### config.mk
export PLATFORM = sky130hd
export DESIGN_NAME = mest_run_controller
export DESIGN_NICKNAME = d
export VERILOG_FILES = /design/src/rtl/mest_run_pkg.sv /design/src/rtl/mest_result_fifo.sv /design/src/rtl/mest_run_controller.sv
export SDC_FILE = /design/constraint.sdc
export NUM_CORES = 1
export LEC_CHECK = 0
export CAP_MARGIN = 20
export CORE_MARGIN = 4
export CORE_UTILIZATION = 35
export DETAILED_ROUTE_END_ITERATION = 10
export PLACE_DENSITY_LB_ADDON = 0.25
export SETUP_SLACK_MARGIN = 0.3
export SYNTH_ARGS = -nofsm -noshare
export SYNTH_HDL_FRONTEND = slang
export SYNTH_SLANG_ARGS = --single-unit
### constraint.sdc
create_clock -name clk -period 8.55 [get_ports clk]
set_input_delay 0.855 -clock clk [delete_from_list [all_inputs] [get_ports clk]]
set_output_delay 0.855 -clock clk [all_outputs]
set_load 0.02 [all_outputs]
### src/rtl/mest_run_pkg.sv
// Shared constants for the mest_pro run controller: FSM encoding and the
// layout of a captured FIFO entry {carry, zero, result}.
package mest_run_pkg;

  typedef logic [2:0] state_t;

  localparam state_t ST_IDLE    = 3'd0;
  localparam state_t ST_MEM_RST = 3'd1;
  localparam state_t ST_START   = 3'd2;
  localparam state_t ST_RUN     = 3'd3;
  localparam state_t ST_DONE    = 3'd4;

  localparam int RESULT_WIDTH_DEF = 8;
  localparam int ENTRY_WIDTH_DEF  = RESULT_WIDTH_DEF + 2;

  // Flag offsets above the result field
  localparam int ZERO_OFS  = 0;
  localparam int CARRY_OFS = 1;

  function automatic int entry_width(input int result_width);
    return result_width + 2;
  endfunction

  function automatic int zero_pos(input int result_width);
    return result_width + ZERO_OFS;
  endfunction

  function automatic int carry_pos(input int result_width);
    return result_width + CARRY_OFS;
  endfunction

endpackage

### src/rtl/mest_result_fifo.sv
// First-word fall-through capture FIFO; head data is driven straight from
// storage registers and reads as zero while empty.
module mest_result_fifo #(
  parameter int WIDTH = 10,
  parameter int DEPTH = 16
) (
  input  logic                       clk,
  input  logic                       reset,
  input  logic                       clear,
  input  logic                       push,
  input  logic [WIDTH-1:0]           wdata,
  input  logic                       pop,
  output logic [WIDTH-1:0]           rdata,
  output logic                       full,
  output logic                       empty,
  output logic [$clog2(DEPTH):0]     count
);

  localparam int AW = $clog2(DEPTH);
  localparam int CW = AW + 1;

  logic [WIDTH-1:0] mem_r [DEPTH];
  logic [AW-1:0]    wr_ptr_r;
  logic [AW-1:0]    rd_ptr_r;
  logic [CW-1:0]    count_r;
  logic             do_push_s;
  logic             do_pop_s;

  assign empty     = (count_r == {CW{1'b0}});
  assign full      = (count_r == CW'(DEPTH));
  assign count     = count_r;
  assign do_pop_s  = pop & ~empty;
  assign do_push_s = push & (~full | do_pop_s);

  // Head word, forced to zero when nothing is buffered
  always_comb begin
    rdata = {WIDTH{1'b0}};
    if (!empty) begin
      rdata = mem_r[rd_ptr_r];
    end else begin
      rdata = {WIDTH{1'b0}};
    end
  end

  // Storage, pointers and occupancy; pointers wrap naturally at DEPTH
  always_ff @(posedge clk) begin
    if (reset || clear) begin
      wr_ptr_r <= {AW{1'b0}};
      rd_ptr_r <= {AW{1'b0}};
      count_r  <= {CW{1'b0}};
      for (int i = 0; i < DEPTH; i++) begin
        mem_r[i] <= {WIDTH{1'b0}};
      end
    end else begin
      if (do_push_s) begin
        mem_r[wr_ptr_r] <= wdata;
        wr_ptr_r        <= wr_ptr_r + AW'(1);
      end
      if (do_pop_s) begin
        rd_ptr_r <= rd_ptr_r + AW'(1);
      end
      case ({do_push_s, do_pop_s})
        2'b10:   count_r <= count_r + CW'(1);
        2'b01:   count_r <= count_r - CW'(1);
        default: count_r <= count_r;
      endcase
    end
  end

endmodule

### src/rtl/mest_run_controller.sv
// Host-side run sequencer for mest_pro: memory reset, start pulse, result
// capture into a FIFO, then completion or timeout.
module mest_run_controller
  import mest_run_pkg::*;
#(
  parameter int RESULT_WIDTH   = 8,
  parameter int DEPTH          = 16,
  parameter int MEM_RST_CYCLES = 4,
  parameter int TIMEOUT_CYCLES = 65536
) (
  input  logic                          clk,
  input  logic                          i_reset,
  input  logic                          i_go,
  output logic                          o_memory_reset,
  output logic                          o_start,
  input  logic [RESULT_WIDTH-1:0]       i_result,
  input  logic                          i_valid_result,
  input  logic                          i_carry,
  input  logic                          i_zero_flag,
  input  logic                          i_all_done,
  output logic [RESULT_WIDTH+1:0]       o_rd_data,
  output logic                          o_rd_valid,
  input  logic                          i_rd_ready,
  output logic                          o_busy,
  output logic                          o_done,
  output logic                          o_timeout,
  output logic                          o_overflow,
  output logic [$clog2(DEPTH*256)-1:0]  o_result_count
);

  localparam int EW  = entry_width(RESULT_WIDTH);
  localparam int CW  = $clog2(DEPTH * 256);
  localparam int MW  = $clog2(MEM_RST_CYCLES + 1);
  localparam int TW  = $clog2(TIMEOUT_CYCLES + 1);
  localparam int FCW = $clog2(DEPTH) + 1;
  localparam int CARRY_BIT = carry_pos(RESULT_WIDTH);
  localparam int ZERO_BIT  = zero_pos(RESULT_WIDTH);

  state_t          state_r;
  state_t          state_nxt_s;
  logic [MW-1:0]   mem_cnt_r;
  logic [TW-1:0]   run_cnt_r;
  logic            timeout_hit_s;
  logic            launch_s;
  logic            capture_s;
  logic            drop_s;
  logic            timeout_r;
  logic            overflow_r;
  logic [CW-1:0]   count_r;
  logic            mem_reset_r;
  logic            start_r;
  logic            busy_r;
  logic            done_r;

  logic            fifo_push_s;
  logic            fifo_pop_s;
  logic            fifo_full_s;
  logic            fifo_empty_s;
  logic [FCW-1:0]  fifo_count_s;
  logic [EW-1:0]   fifo_wdata_s;
  logic [EW-1:0]   fifo_rdata_s;

  assign launch_s    = ((state_r == ST_IDLE) || (state_r == ST_DONE)) && i_go;
  assign capture_s   = (state_r == ST_START) || (state_r == ST_RUN);
  assign fifo_pop_s  = ~fifo_empty_s & i_rd_ready;
  assign fifo_push_s = capture_s & i_valid_result & (~fifo_full_s | fifo_pop_s);
  assign drop_s      = capture_s & i_valid_result & fifo_full_s & ~fifo_pop_s;

  // Pack an incoming result with its flags
  always_comb begin
    fifo_wdata_s                     = {EW{1'b0}};
    fifo_wdata_s[RESULT_WIDTH-1:0]   = i_result;
    fifo_wdata_s[CARRY_BIT]          = i_carry;
    fifo_wdata_s[ZERO_BIT]           = i_zero_flag;
  end

  // Next-state decode; all_done takes priority over the timeout
  always_comb begin
    state_nxt_s   = state_r;
    timeout_hit_s = 1'b0;
    case (state_r)
      ST_IDLE, ST_DONE: begin
        if (i_go) state_nxt_s = ST_MEM_RST;
        else      state_nxt_s = state_r;
      end
      ST_MEM_RST: begin
        if (mem_cnt_r == MW'(MEM_RST_CYCLES - 1)) state_nxt_s = ST_START;
        else                                      state_nxt_s = ST_MEM_RST;
      end
      ST_START: state_nxt_s = ST_RUN;
      ST_RUN: begin
        if (i_all_done) begin
          state_nxt_s = ST_DONE;
        end else if (run_cnt_r == TW'(TIMEOUT_CYCLES - 1)) begin
          state_nxt_s   = ST_DONE;
          timeout_hit_s = 1'b1;
        end else begin
          state_nxt_s = ST_RUN;
        end
      end
      default: state_nxt_s = ST_IDLE;
    endcase
  end

  // State register and per-phase cycle counters
  always_ff @(posedge clk) begin
    if (i_reset) begin
      state_r   <= ST_IDLE;
      mem_cnt_r <= {MW{1'b0}};
      run_cnt_r <= {TW{1'b0}};
    end else begin
      state_r   <= state_nxt_s;
      mem_cnt_r <= ((state_r == ST_MEM_RST) && (state_nxt_s == ST_MEM_RST)) ?
                   mem_cnt_r + MW'(1) : {MW{1'b0}};
      run_cnt_r <= ((state_r == ST_RUN) && (state_nxt_s == ST_RUN)) ?
                   run_cnt_r + TW'(1) : {TW{1'b0}};
    end
  end

  // Sticky status and saturating accepted-result count, cleared on each launch
  always_ff @(posedge clk) begin
    if (i_reset) begin
      timeout_r  <= 1'b0;
      overflow_r <= 1'b0;
      count_r    <= {CW{1'b0}};
    end else if (launch_s) begin
      timeout_r  <= 1'b0;
      overflow_r <= 1'b0;
      count_r    <= {CW{1'b0}};
    end else begin
      if (timeout_hit_s) timeout_r <= 1'b1;
      if (drop_s)        overflow_r <= 1'b1;
      if (fifo_push_s && (count_r != {CW{1'b1}})) count_r <= count_r + CW'(1);
    end
  end

  // Control outputs registered from the next state so they align with it
  always_ff @(posedge clk) begin
    if (i_reset) begin
      mem_reset_r <= 1'b0;
      start_r     <= 1'b0;
      busy_r      <= 1'b0;
      done_r      <= 1'b0;
    end else begin
      mem_reset_r <= (state_nxt_s == ST_MEM_RST);
      start_r     <= (state_nxt_s == ST_START);
      busy_r      <= (state_nxt_s == ST_MEM_RST) || (state_nxt_s == ST_START) ||
                     (state_nxt_s == ST_RUN);
      done_r      <= (state_nxt_s == ST_DONE);
    end
  end

  mest_result_fifo #(
    .WIDTH (EW),
    .DEPTH (DEPTH)
  ) u_fifo (
    .clk   (clk),
    .reset (i_reset),
    .clear (launch_s),
    .push  (fifo_push_s),
    .wdata (fifo_wdata_s),
    .pop   (fifo_pop_s),
    .rdata (fifo_rdata_s),
    .full  (fifo_full_s),
    .empty (fifo_empty_s),
    .count (fifo_count_s)
  );

  assign o_memory_reset = mem_reset_r;
  assign o_start        = start_r;
  assign o_busy         = busy_r;
  assign o_done         = done_r;
  assign o_timeout      = timeout_r;
  assign o_overflow     = overflow_r;
  assign o_result_count = count_r;
  assign o_rd_data      = fifo_rdata_s;
  assign o_rd_valid     = (fifo_count_s != {FCW{1'b0}});

endmodule

==> results of run 1 <==
state kept, by name, summed over array words and instances, names as in the netlist, 3 cells and up, named ones only:
register,count
run_cnt_r,17
o_result_count,12
u_fifo.wr_ptr_r,4
u_fifo.count,5
state_r,3
mem_cnt_r,3
u_fifo.mem_r,160
u_fifo.rd_ptr_r,4
final cells by class:
class	instances	area, um2
tap	378	473
clock buffer	30	602
clock inverter	11	45.0
inverter	14	52.6
fill	2614	16400
multi-input combinational	471	3620
sequential	218	5970
timing repair buffer	60	558
routing by layer:
metal / GRT usage, % / vias up / share of wire (%)
met5: 0 / - / 0
met4: 4.32 / 0 / 2.8
met3: 2.22 / 38 / 4.8
met2: 22.6 / 139 / 45
met1: 21.1 / 2774 / 47
li1: - / 2766 / -
synth_stat cells, types with 2 or more instances:
| cell type | number |
|---|---|
| xor2_1 | 17 |
| nand2b_1 | 10 |
| buf_2 | 5 |
| o21ai_0 | 18 |
| and2_1 | 162 |
| a21o_1 | 2 |
| nor4_1 | 5 |
| inv_1 | 13 |
| nand2_1 | 15 |
| nand3b_1 | 2 |
| mux2i_1 | 22 |
| nor4b_1 | 2 |
| nor3b_1 | 2 |
| o21a_1 | 2 |
| nor3_1 | 8 |
| and3_1 | 3 |
| o22ai_1 | 10 |
| a21oi_1 | 12 |
| dfxtp_1 | 58 |
| and3b_1 | 2 |
| nand4_1 | 8 |
| nand3_1 | 16 |
| ha_1 | 14 |
| clkbuf_1 | 32 |
| mux4_2 | 40 |
| a31oi_1 | 2 |
| nor2b_1 | 4 |
| or3_1 | 2 |
| edfxtp_1 | 160 |
| nor2_1 | 67 |
| xnor2_1 | 13 |
| a211oi_1 | 4 |
worst paths after layout:
check / startpoint / endpoint
setup / recovery: register / o_rd_data[2]
hold / removal: mem_cnt_r[0]$_SDFF_PP0_ / mem_cnt_r[0]$_SDFF_PP0_
setup reg to reg: u_fifo.count[0]$_SDFFE_PP0P_ / u_fifo.count[4]$_SDFFE_PP0P_
hold reg to reg: mem_cnt_r[0]$_SDFF_PP0_ / mem_cnt_r[0]$_SDFF_PP0_
power groups by stage:
stage                     clock network (mW)  logic [mW]  registers [mW]
after CTS                              0.911      0.0847            1.19
after detailed placement                   0      0.0844            1.21
after floorplan                            0      0.0419            1.20
after global placement                     0      0.0844            1.21
after global routing                   0.959      0.0896            1.19
final                                  0.890      0.0833            1.19
worst max-delay path, stage by stage (launching register included):
cell	delay, ns
dfxtp_2	0.31
buf_4	0.61
mux4_2	0.59
mux2i_1	0.28
o22ai_1	0.18
clkdlybuf4s50_1	0.59
kinds of logic (layout without fill, tap and decap cells):
| group | Yosys count | in the layout |
|---|---|---|
| and+or+nand+nor | 313 | 313 |
| DFF | 218 | 218 |
| muxes | 62 | 62 |
| buffers and inverters | 54 | 115 |
| AOI/OAI and AO/OA | 51 | 51 |
| xor gates and xnor gates | 30 | 30 |
| adders and majority gates | 15 | 15 |
==> run summary, run 1 <==
Post-synthesis xor/xnor area fraction -> 2.68%
DP Cell Count -> 1140
RSZ-0062 raised after global routing -> no
Drc violations -> 0
Die width -> 175 um
First-pass GRT wire length -> 34400 um
Vias in the first global route -> 5745
R2r setup slk -> 5.32 ns
Full die area -> 30800 um2
Main combinational cell family by area after synthesis -> simple AND/OR/NAND/NOR gates
Pint -> 1.69 mW
DR vias -> 5717
Area leader, netlist -> edfxtp_1
Top post-synthesis cells by area -> edfxtp_1, dfxtp_1, and2_1
Net count after synthesis -> 774
Cts hold-fix bufs -> 0
Smallest hold slack -> 0.423 ns
Post-DP HPWL -> 14300 um
Initial Util -> 35.4%
Core area -> 27700 um2
FFs w/ async S/R, synth -> 0%
Pin count of the biggest net entering global routing -> 41
Number of H-tree levels -> 1
Simple-gate share of the synthesized area -> 17.8%
Dpl cell area -> 10700 um2
Clock share of power -> 41.2%
Sw Pwr -> 464 uW
Gr usage total -> 14.5%
Comb power frac -> 3.9%
Longest Clk Path Bufs -> 3
Worst skew pair latency -> 0.51 ns
Cell variety after synth -> 43
Setup Crit Path Kind -> register to output pin
Layout cells sized above 1 -> 10.9%
Most frequent cells in the layout -> and2_1, edfxtp_1, nor2_1, dfxtp_1, clkdlybuf4s50_1
Final core utilization -> 40.9%
Setup Skew -> 0.0125 ns
Leading cell type in the layout, fill and taps excluded -> and2_1
Max Freq -> 0.254 GHz
Net Sw Frac -> 21.5%
WP data arrival -> 3.09 ns
Worst setup margin -> 4.61 ns
DR WL/cell -> 18.8 um
VDD IR-drop max -> 0.113 mV
Fin cells -> 1182
Post-synth EDFFs -> 160
HP Class -> register to register
Ports -> 45
Sequential share of the synthesized area -> 60.8%
Vert. Die Dim -> 175 um
Req. time, crit path -> 7.70 ns
Rows -> 61
RePlAce Congestion -> 0.771
Status -> complete, no violations
LEAKAGE -> 3.92 nW
Resized cells post-CTS -> 0
Top_reg_cell synth -> edfxtp_1
Hold Violations, Final -> 0
Post-route cell area -> 11300 um2
Synth Area in Compound Gates -> 2.99%
Drt first-iter violations -> 521
Pre-CTS WS -> 4.80 ns
First-pass DRT Iterations -> 5
Crit-path max FO -> 40
Synth warn -> 0
Average size of a mapped cell -> 13.2 um2
Routed Antenna Nets -> 0
Total power draw -> 2.16 mW
Final setup vio count -> 0
Cell count after synthesis -> 743
Port buffer count -> 44
Pwr/cell area -> 191 nW/um2
Layout area overhead -> 15.4%
Setup TNS -> 0 ns
Share of the synthesized area in the top cell type -> 49.0%
Mapped Area -> 9810 um2
Final min period -> 3.94 ns
CTS tree -> yes
Max-slew violations -> 0
Final Cycle Share -> 46.1%
FF+latch count, synth -> 218
Sequential fraction of design power -> 54.9%
Least-Margin Pin Slew -> 1.06 ns
CP Launch Type -> register
Hold Crit Depth -> 1
Critical Path End Type -> output pin
Adder-cell share of the synthesized area -> 1.99%
Post-CTS Setup Inserts -> 0
Number of antenna diodes -> 0
Max-slew headroom -> 29.2%
R2R depth -> 11
Vias per cell -> 4.84
Grt ovf -> 0
Post-layout nets -> 819
Clk root buf -> clkbuf_16
Routed WL -> 22200 um
Worst-path clk slew -> 0.06 ns
Initial antenna violation count -> 0
CTS Sinks -> 218
Mux cell area share after synthesis -> 11.4%
Max-Cap Viols -> 0
Num CTS Buffers -> 23
No activity file was read; power rests on OpenSTA's default activity.
==> run 2, diff against run 1 <==
==> constraint.sdc (replaced) <==
create_clock -name clk -period 4.1 [get_ports clk]
set_input_delay 0.41 -clock clk [delete_from_list [all_inputs] [get_ports clk]]
set_output_delay 0.41 -clock clk [all_outputs]
set_load 0.02 [all_outputs]
==> run 2 against run 1 <==
  * Worst setup slack got worse by 4.1 ns
  * Non-clock buffer count increased by 8
  * Sequential share of layout area decreased by 1.1 points
  * Wire length decreased by 1.5%
  * Worst hold slack got worse by 0.0017 ns
  * Flip-flop and latch count unchanged
  * Clock-buffer cell count increased by 1
  * First-iteration DRC count decreased by 26%
  * Clock skew increased by 0.00057 ns
  * Critical path depth unchanged
  * Highest routed layer unchanged
==> run summary, run 2 (synthesis results as in run 1) <==
Status -> complete, no violations (unchanged)
Clk root buf -> clkbuf_16 (unchanged)
Largest Register -> u_fifo.mem_r (unchanged)
First-pass GRT wire length -> 34200 um (was 34400 um)
Pin count of the biggest net entering global routing -> 29 (was 41)
R2r setup slk -> 0.91 ns (was 5.32 ns)
Max FFs per register -> 160 (unchanged)
Max-Cap Viols -> 0 (unchanged)
DR vias -> 5700 (was 5717)
Initial antenna violation count -> 0 (unchanged)
Dpl cell area -> 10700 um2 (about the same)
Routed Antenna Nets -> 0 (unchanged)
Setup TNS -> 0 ns (unchanged)
Cts hold-fix bufs -> 0 (unchanged)
Layout cells sized above 1 -> 12.9% (was 10.9%)
First-pass DRT Iterations -> 5 (unchanged)
Drc violations -> 0 (unchanged)
Core area -> 27700 um2 (unchanged)
Port buffer count -> 44 (unchanged)
Post-CTS Setup Inserts -> 0 (unchanged)
Layout area overhead -> 17.9% (was 15.4%)
RePlAce Congestion -> 0.722 (was 0.771)
Least-Margin Pin Slew -> 0.954 ns (was 1.06 ns)
Post-route cell area -> 11600 um2 (was 11300 um2)
Post-layout nets -> 829 (was 819)
Die width -> 175 um (unchanged)
Req. time, crit path -> 3.69 ns (was 7.70 ns)
WP data arrival -> 3.15 ns (was 3.09 ns)
Vias in the first global route -> 5950 (was 5745)
R2R depth -> 11 (unchanged)
Max Freq -> 0.281 GHz
Critical Path End Type -> output pin (unchanged)
Num CTS Buffers -> 25 (was 23)
Longest Clk Path Bufs -> 3 (unchanged)
Setup Skew -> 0.0131 ns (was 0.0125 ns)
Total power draw -> 4.88 mW (was 2.16 mW)
CP Cell Sequence -> buf_4 -> mux4_2 -> mux2i_1 -> o22ai_1 -> clkdlybuf4s50_1 (unchanged)
Full die area -> 30800 um2 (unchanged)
Grt ovf -> 0 (unchanged)
Max-slew headroom -> 36.4% (was 29.2%)
Slowest stage delay, CP -> 0.82 ns (was 0.61 ns)
Number of antenna diodes -> 0 (unchanged)
Reg2Reg Launch Point -> u_fifo.count[0]$_SDFFE_PP0P_ (unchanged)
WP depth -> 5 (unchanged)
Area of the multi-input gates -> 3620 um2 (unchanged)
Ports -> 45 (unchanged)
Post-DP HPWL -> 14200 um (was 14300 um)
Rows -> 61 (unchanged)
Area occupied by registers -> 5970 um2 (unchanged)
Pwr/cell area -> 422 nW/um2 (was 191 nW/um2)
WP buf/inv -> 2 (unchanged)
FF-to-FF End -> u_fifo.count[4]$_SDFFE_PP0P_ (unchanged)
Routed WL -> 21900 um (was 22200 um)
Final setup vio count -> 0 (unchanged)
CP Launch Type -> register (unchanged)
Drt first-iter violations -> 383 (was 521)
Hold Violations, Final -> 0 (unchanged)
Vias per cell -> 4.78 (was 4.84)
Critical Path Sink -> o_rd_data[9] (was o_rd_data[2])
CP top delay family -> buffers and inverters (unchanged)
Resized cells post-CTS -> 0 (unchanged)
Leading cell type in the layout, fill and taps excluded -> and2_1 (unchanged)
Gr usage total -> 14.4% (was 14.5%)
DR WL/cell -> 18.3 um (was 18.8 um)
Initial Util -> 35.4% (unchanged)
Worst-path clk slew -> 0.05 ns (was 0.06 ns)
Max-slew violations -> 0 (unchanged)
Final min period -> 3.56 ns
Most frequent cells in the layout -> and2_1, edfxtp_1, nor2_1, dfxtp_1, clkdlybuf4s50_1 (unchanged)
CTS tree -> yes (unchanged)
Slowest stage cell, crit path -> dfxtp_2 (was buf_4)
Worst skew pair latency -> 0.52 ns (was 0.51 ns)
Setup Crit Path Kind -> register to output pin (unchanged)
LEAKAGE -> 4.05 nW (was 3.92 nW)
RSZ-0062 raised after global routing -> no (unchanged)
VDD IR-drop max -> 0.301 mV (was 0.113 mV)
# fillers -> 2573 (was 2614)
CTS Sinks -> 218 (unchanged)
Crit-path max FO -> 20 (was 40)
HP Class -> register to register (unchanged)
Vert. Die Dim -> 175 um (unchanged)
Final Cycle Share -> 86.9%
Number of H-tree levels -> 1 (unchanged)
run 2: changes by cell type in the layout (fill, tap and decap cells not counted), sizes merged:
cell    previous run  this run
buf               15        23
clkbuf            31        32
clkinv            11         7
inv               14        15
bufinv             0         4
run 2: worst min-delay path by stage:
| stage | start | end | slack, ns | cells past startpoint |
|---|---|---|---|---|
| 6_report | mem_cnt_r[0]$_SDFF_PP0_ | mem_cnt_r[0]$_SDFF_PP0_ | 0.42 | 1 |
| 3_3_place_gp | mem_cnt_r[0]$_SDFF_PP0_ | mem_cnt_r[0]$_SDFF_PP0_ | 0.41 | 1 |
| 2_1_floorplan | mem_cnt_r[0]$_SDFF_PP0_ | mem_cnt_r[0]$_SDFF_PP0_ | 0.40 | 1 |
| 3_5_place_dp | mem_cnt_r[0]$_SDFF_PP0_ | mem_cnt_r[0]$_SDFF_PP0_ | 0.42 | 1 |
| 4_1_cts | mem_cnt_r[0]$_SDFF_PP0_ | mem_cnt_r[0]$_SDFF_PP0_ | 0.43 | 1 |
| 5_1_grt | mem_cnt_r[0]$_SDFF_PP0_ | mem_cnt_r[0]$_SDFF_PP0_ | 0.45 | 1 |
run 2: per-layer routing:
metal	GRT usage (%)	share of wire [%]	vias up
met5	0	0	-
met4	3.57	2.2	0
met3	2.58	4.7	36
met2	24.9	49	119
met1	19.0	44	2772
li1	-	-	2773
run 2: per-stage QoR:
step / setup WS (ns) / util [%] / hold WS [ns] / instances
2_1_floorplan: 1.12 / - / 0.399 / 743
3_3_place_gp: 0.864 / 38.8 / 0.412 / 1148
3_5_place_dp: 0.857 / 38.8 / 0.418 / 1148
4_1_cts: 0.461 / 41.7 / 0.426 / 1191
5_1_grt: 0.390 / 41.7 / 0.446 / 1192
6_report: 0.538 / 41.7 / 0.421 / 1192
run 2: final cells by class:
class | instances | area share [%]
Clock buffer | 31 | 5.69
Sequential cell | 218 | 51.6
Timing Repair Buffer | 68 | 5.45
Multi-Input combinational cell | 471 | 31.3
Inverter | 14 | 0.454
Clock inverter | 12 | 1.38
Tap cell | 378 | 4.09
run 2: power by group:
part | leakage, nW | total, mW | switching, mW | internal, mW
Sequential | 2.21 | 2.47 | 0.0225 | 2.45
Combinational | 1.44 | 0.174 | 0.113 | 0.0612
Clock | 0.403 | 2.23 | 0.851 | 1.38
==> run 3, diff against run 2 <==
--- a/config.mk
+++ b/config.mk
@@ -9,7 +9,7 @@
 export CORE_MARGIN = 4
 export CORE_UTILIZATION = 35
 export DETAILED_ROUTE_END_ITERATION = 10
-export PLACE_DENSITY_LB_ADDON = 0.25
+export PLACE_DENSITY = 0.47
 export SETUP_SLACK_MARGIN = 0.3
 export SYNTH_ARGS = -nofsm -noshare
 export SYNTH_HDL_FRONTEND = slang
==> run 3 against run 2 <==
  * Cell area barely moved
  * Worst hold slack gained 0.017 ns
  * Flip-flop and latch count unchanged
  * Register-to-register slack got worse by 0.02 ns
  * Highest routed layer unchanged
  * Via count rose by 3.1%
  * Wire length grew 7.0%
  * Power is 0.49% higher
  * Clock skew is 0.0059 ns higher
  * Die area unchanged
  * Global-route usage up 0.93 points
==> run summary, run 3 (synthesis results as in run 1) <==
Final Cycle Share -> 85.4% (was 86.9%)
WP buf/inv -> 2 (unchanged)
Gr usage total -> 15.3% (was 14.4%)
Routed Antenna Nets -> 0 (unchanged)
Worst-path clk slew -> 0.06 ns (was 0.05 ns)
Full die area -> 30800 um2 (unchanged)
Leading cell type in the layout, fill and taps excluded -> and2_1 (unchanged)
Pwr/cell area -> 423 nW/um2 (was 422 nW/um2)
Resized cells post-CTS -> 0 (unchanged)
Number of antenna diodes -> 0 (unchanged)
Hold Violations, Final -> 0 (unchanged)
CP Launch Type -> register (unchanged)
Smallest hold slack -> 0.438 ns (was 0.421 ns)
HP Class -> register to register (unchanged)
Total power draw -> 4.90 mW (was 4.88 mW)
Port buffer count -> 44 (unchanged)
Layout area overhead -> 18.0% (was 17.9%)
Rows -> 61 (unchanged)
Post-CTS Setup Inserts -> 0 (unchanged)
Dpl cell area -> 10700 um2 (unchanged)
Number of H-tree levels -> 1 (unchanged)
Post-DP HPWL -> 16100 um (was 14200 um)
Final core utilization -> 41.8% (was 41.7%)
Pre-CTS WS -> 0.815 ns (was 0.857 ns)
DP Cell Count -> 1148 (unchanged)
Final min period -> 3.50 ns (was 3.56 ns)
RePlAce Congestion -> 0.776 (was 0.722)
CP top delay family -> buffers and inverters (unchanged)
Setup TNS -> 0 ns (unchanged)
LEAKAGE -> 4.06 nW (was 4.05 nW)
Num CTS Buffers -> 25 (unchanged)
CTS tree -> yes (unchanged)
Vert. Die Dim -> 175 um (unchanged)
DR WL/cell -> 19.6 um (was 18.3 um)
Vias per cell -> 4.92 (was 4.78)
Critical Path End Type -> output pin (unchanged)
Max-slew violations -> 0 (unchanged)
CTS Sinks -> 218 (unchanged)
RSZ-0062 raised after global routing -> no (unchanged)
Final setup vio count -> 0 (unchanged)
First-pass DRT Iterations -> 5 (unchanged)
Routed WL -> 23400 um (was 21900 um)
Initial Util -> 35.4% (unchanged)
Least-Margin Pin Slew -> 0.940 ns (was 0.954 ns)
Slowest stage cell, crit path -> dfxtp_2 (unchanged)
Pin count of the biggest net entering global routing -> 29 (unchanged)
WP data arrival -> 3.09 ns (was 3.15 ns)
Slowest stage delay, CP -> 0.84 ns (was 0.82 ns)
DR vias -> 5876 (was 5700)
Drt first-iter violations -> 324 (was 383)
Cts hold-fix bufs -> 0 (unchanged)
Vias in the first global route -> 6255 (was 5950)
Longest Clk Path Bufs -> 3 (unchanged)
Post-layout nets -> 829 (unchanged)
Post-route cell area -> 11600 um2 (about the same)
Status -> complete, no violations (unchanged)
Max-Cap Viols -> 0 (unchanged)
Ports -> 45 (unchanged)
Fin cells -> 1195 (was 1192)
Max-slew headroom -> 37.3% (was 36.4%)
Crit-path max FO -> 26 (was 20)
Clk root buf -> clkbuf_16 (unchanged)
Grt ovf -> 0 (unchanged)
Setup Skew -> 0.0189 ns (was 0.0131 ns)
First-pass GRT wire length -> 36700 um (was 34200 um)
Most frequent cells in the layout -> and2_1, edfxtp_1, nor2_1, dfxtp_1, clkdlybuf4s50_1 (unchanged)
Worst skew pair latency -> 0.53 ns (was 0.52 ns)
Core area -> 27700 um2 (unchanged)
Max FFs per register -> 160 (unchanged)
Worst setup margin -> 0.600 ns (was 0.538 ns)
Initial antenna violation count -> 0 (unchanged)
Req. time, crit path -> 3.69 ns (about the same)
Setup Crit Path Kind -> register to output pin (unchanged)
CP Cell Sequence -> buf_4 -> mux4_2 -> mux2i_1 -> o22ai_1 -> clkdlybuf4s50_1 (unchanged)
Max Freq -> 0.286 GHz (was 0.281 GHz)
Layout cells sized above 1 -> 13.3% (was 12.9%)
Largest Register -> u_fifo.mem_r (unchanged)
Die width -> 175 um (unchanged)
# fillers -> 2546 (was 2573)
VDD IR-drop max -> 0.233 mV (was 0.301 mV)
Drc violations -> 0 (unchanged)
==> run 3: changes by cell type in the layout (fill, tap and decap cells not counted), sizes merged <==
cell,previous run,this run
clkinv,7,12
clkbuf,32,29
clkinvlp,0,1
==> run 3: final cells by class <==
type	instances	area (um2)	area share, %
flip-flops and latches	218	5970	51.6
multi-input cells	471	3620	31.3
clock buffers	28	637	5.50
repair buffers	68	631	5.45
well taps	378	473	4.09
clock inverters	18	191	1.65
inverters	14	52.6	0.454
==> run 3: worst paths after layout <==
kind / from / endpoint / slack [ns] / depth (start not counted)
max: register / o_rd_data[8] / 0.60 / 5
min: mem_cnt_r[0]$_SDFF_PP0_ / mem_cnt_r[0]$_SDFF_PP0_ / 0.44 / 1
max reg2reg: u_fifo.count[0]$_SDFFE_PP0P_ / u_fifo.count[4]$_SDFFE_PP0P_ / 0.89 / 11
min reg2reg: mem_cnt_r[0]$_SDFF_PP0_ / mem_cnt_r[0]$_SDFF_PP0_ / 0.44 / 1
==> run 3: report_power, final <==
group          internal (mW)  leakage [nW]  switching [mW]
registers               2.45          2.21          0.0232
logic                 0.0626          1.44           0.114
clock network           1.37         0.410           0.886
==> run 3: per-layer routing <==
| layer | up-vias | part of all wire [%] | routed length [um] | GRT usage, % |
|---|---|---|---|---|
| met5 | - | 0 | 0 | 0 |
| met4 | 0 | 2.6 | 597 | 4.48 |
| met3 | 42 | 4.9 | 1140 | 2.41 |
| met2 | 124 | 50 | 11800 | 27.7 |
| met1 | 2930 | 42 | 9850 | 19.1 |
| li1 | 2780 | - | - | - |
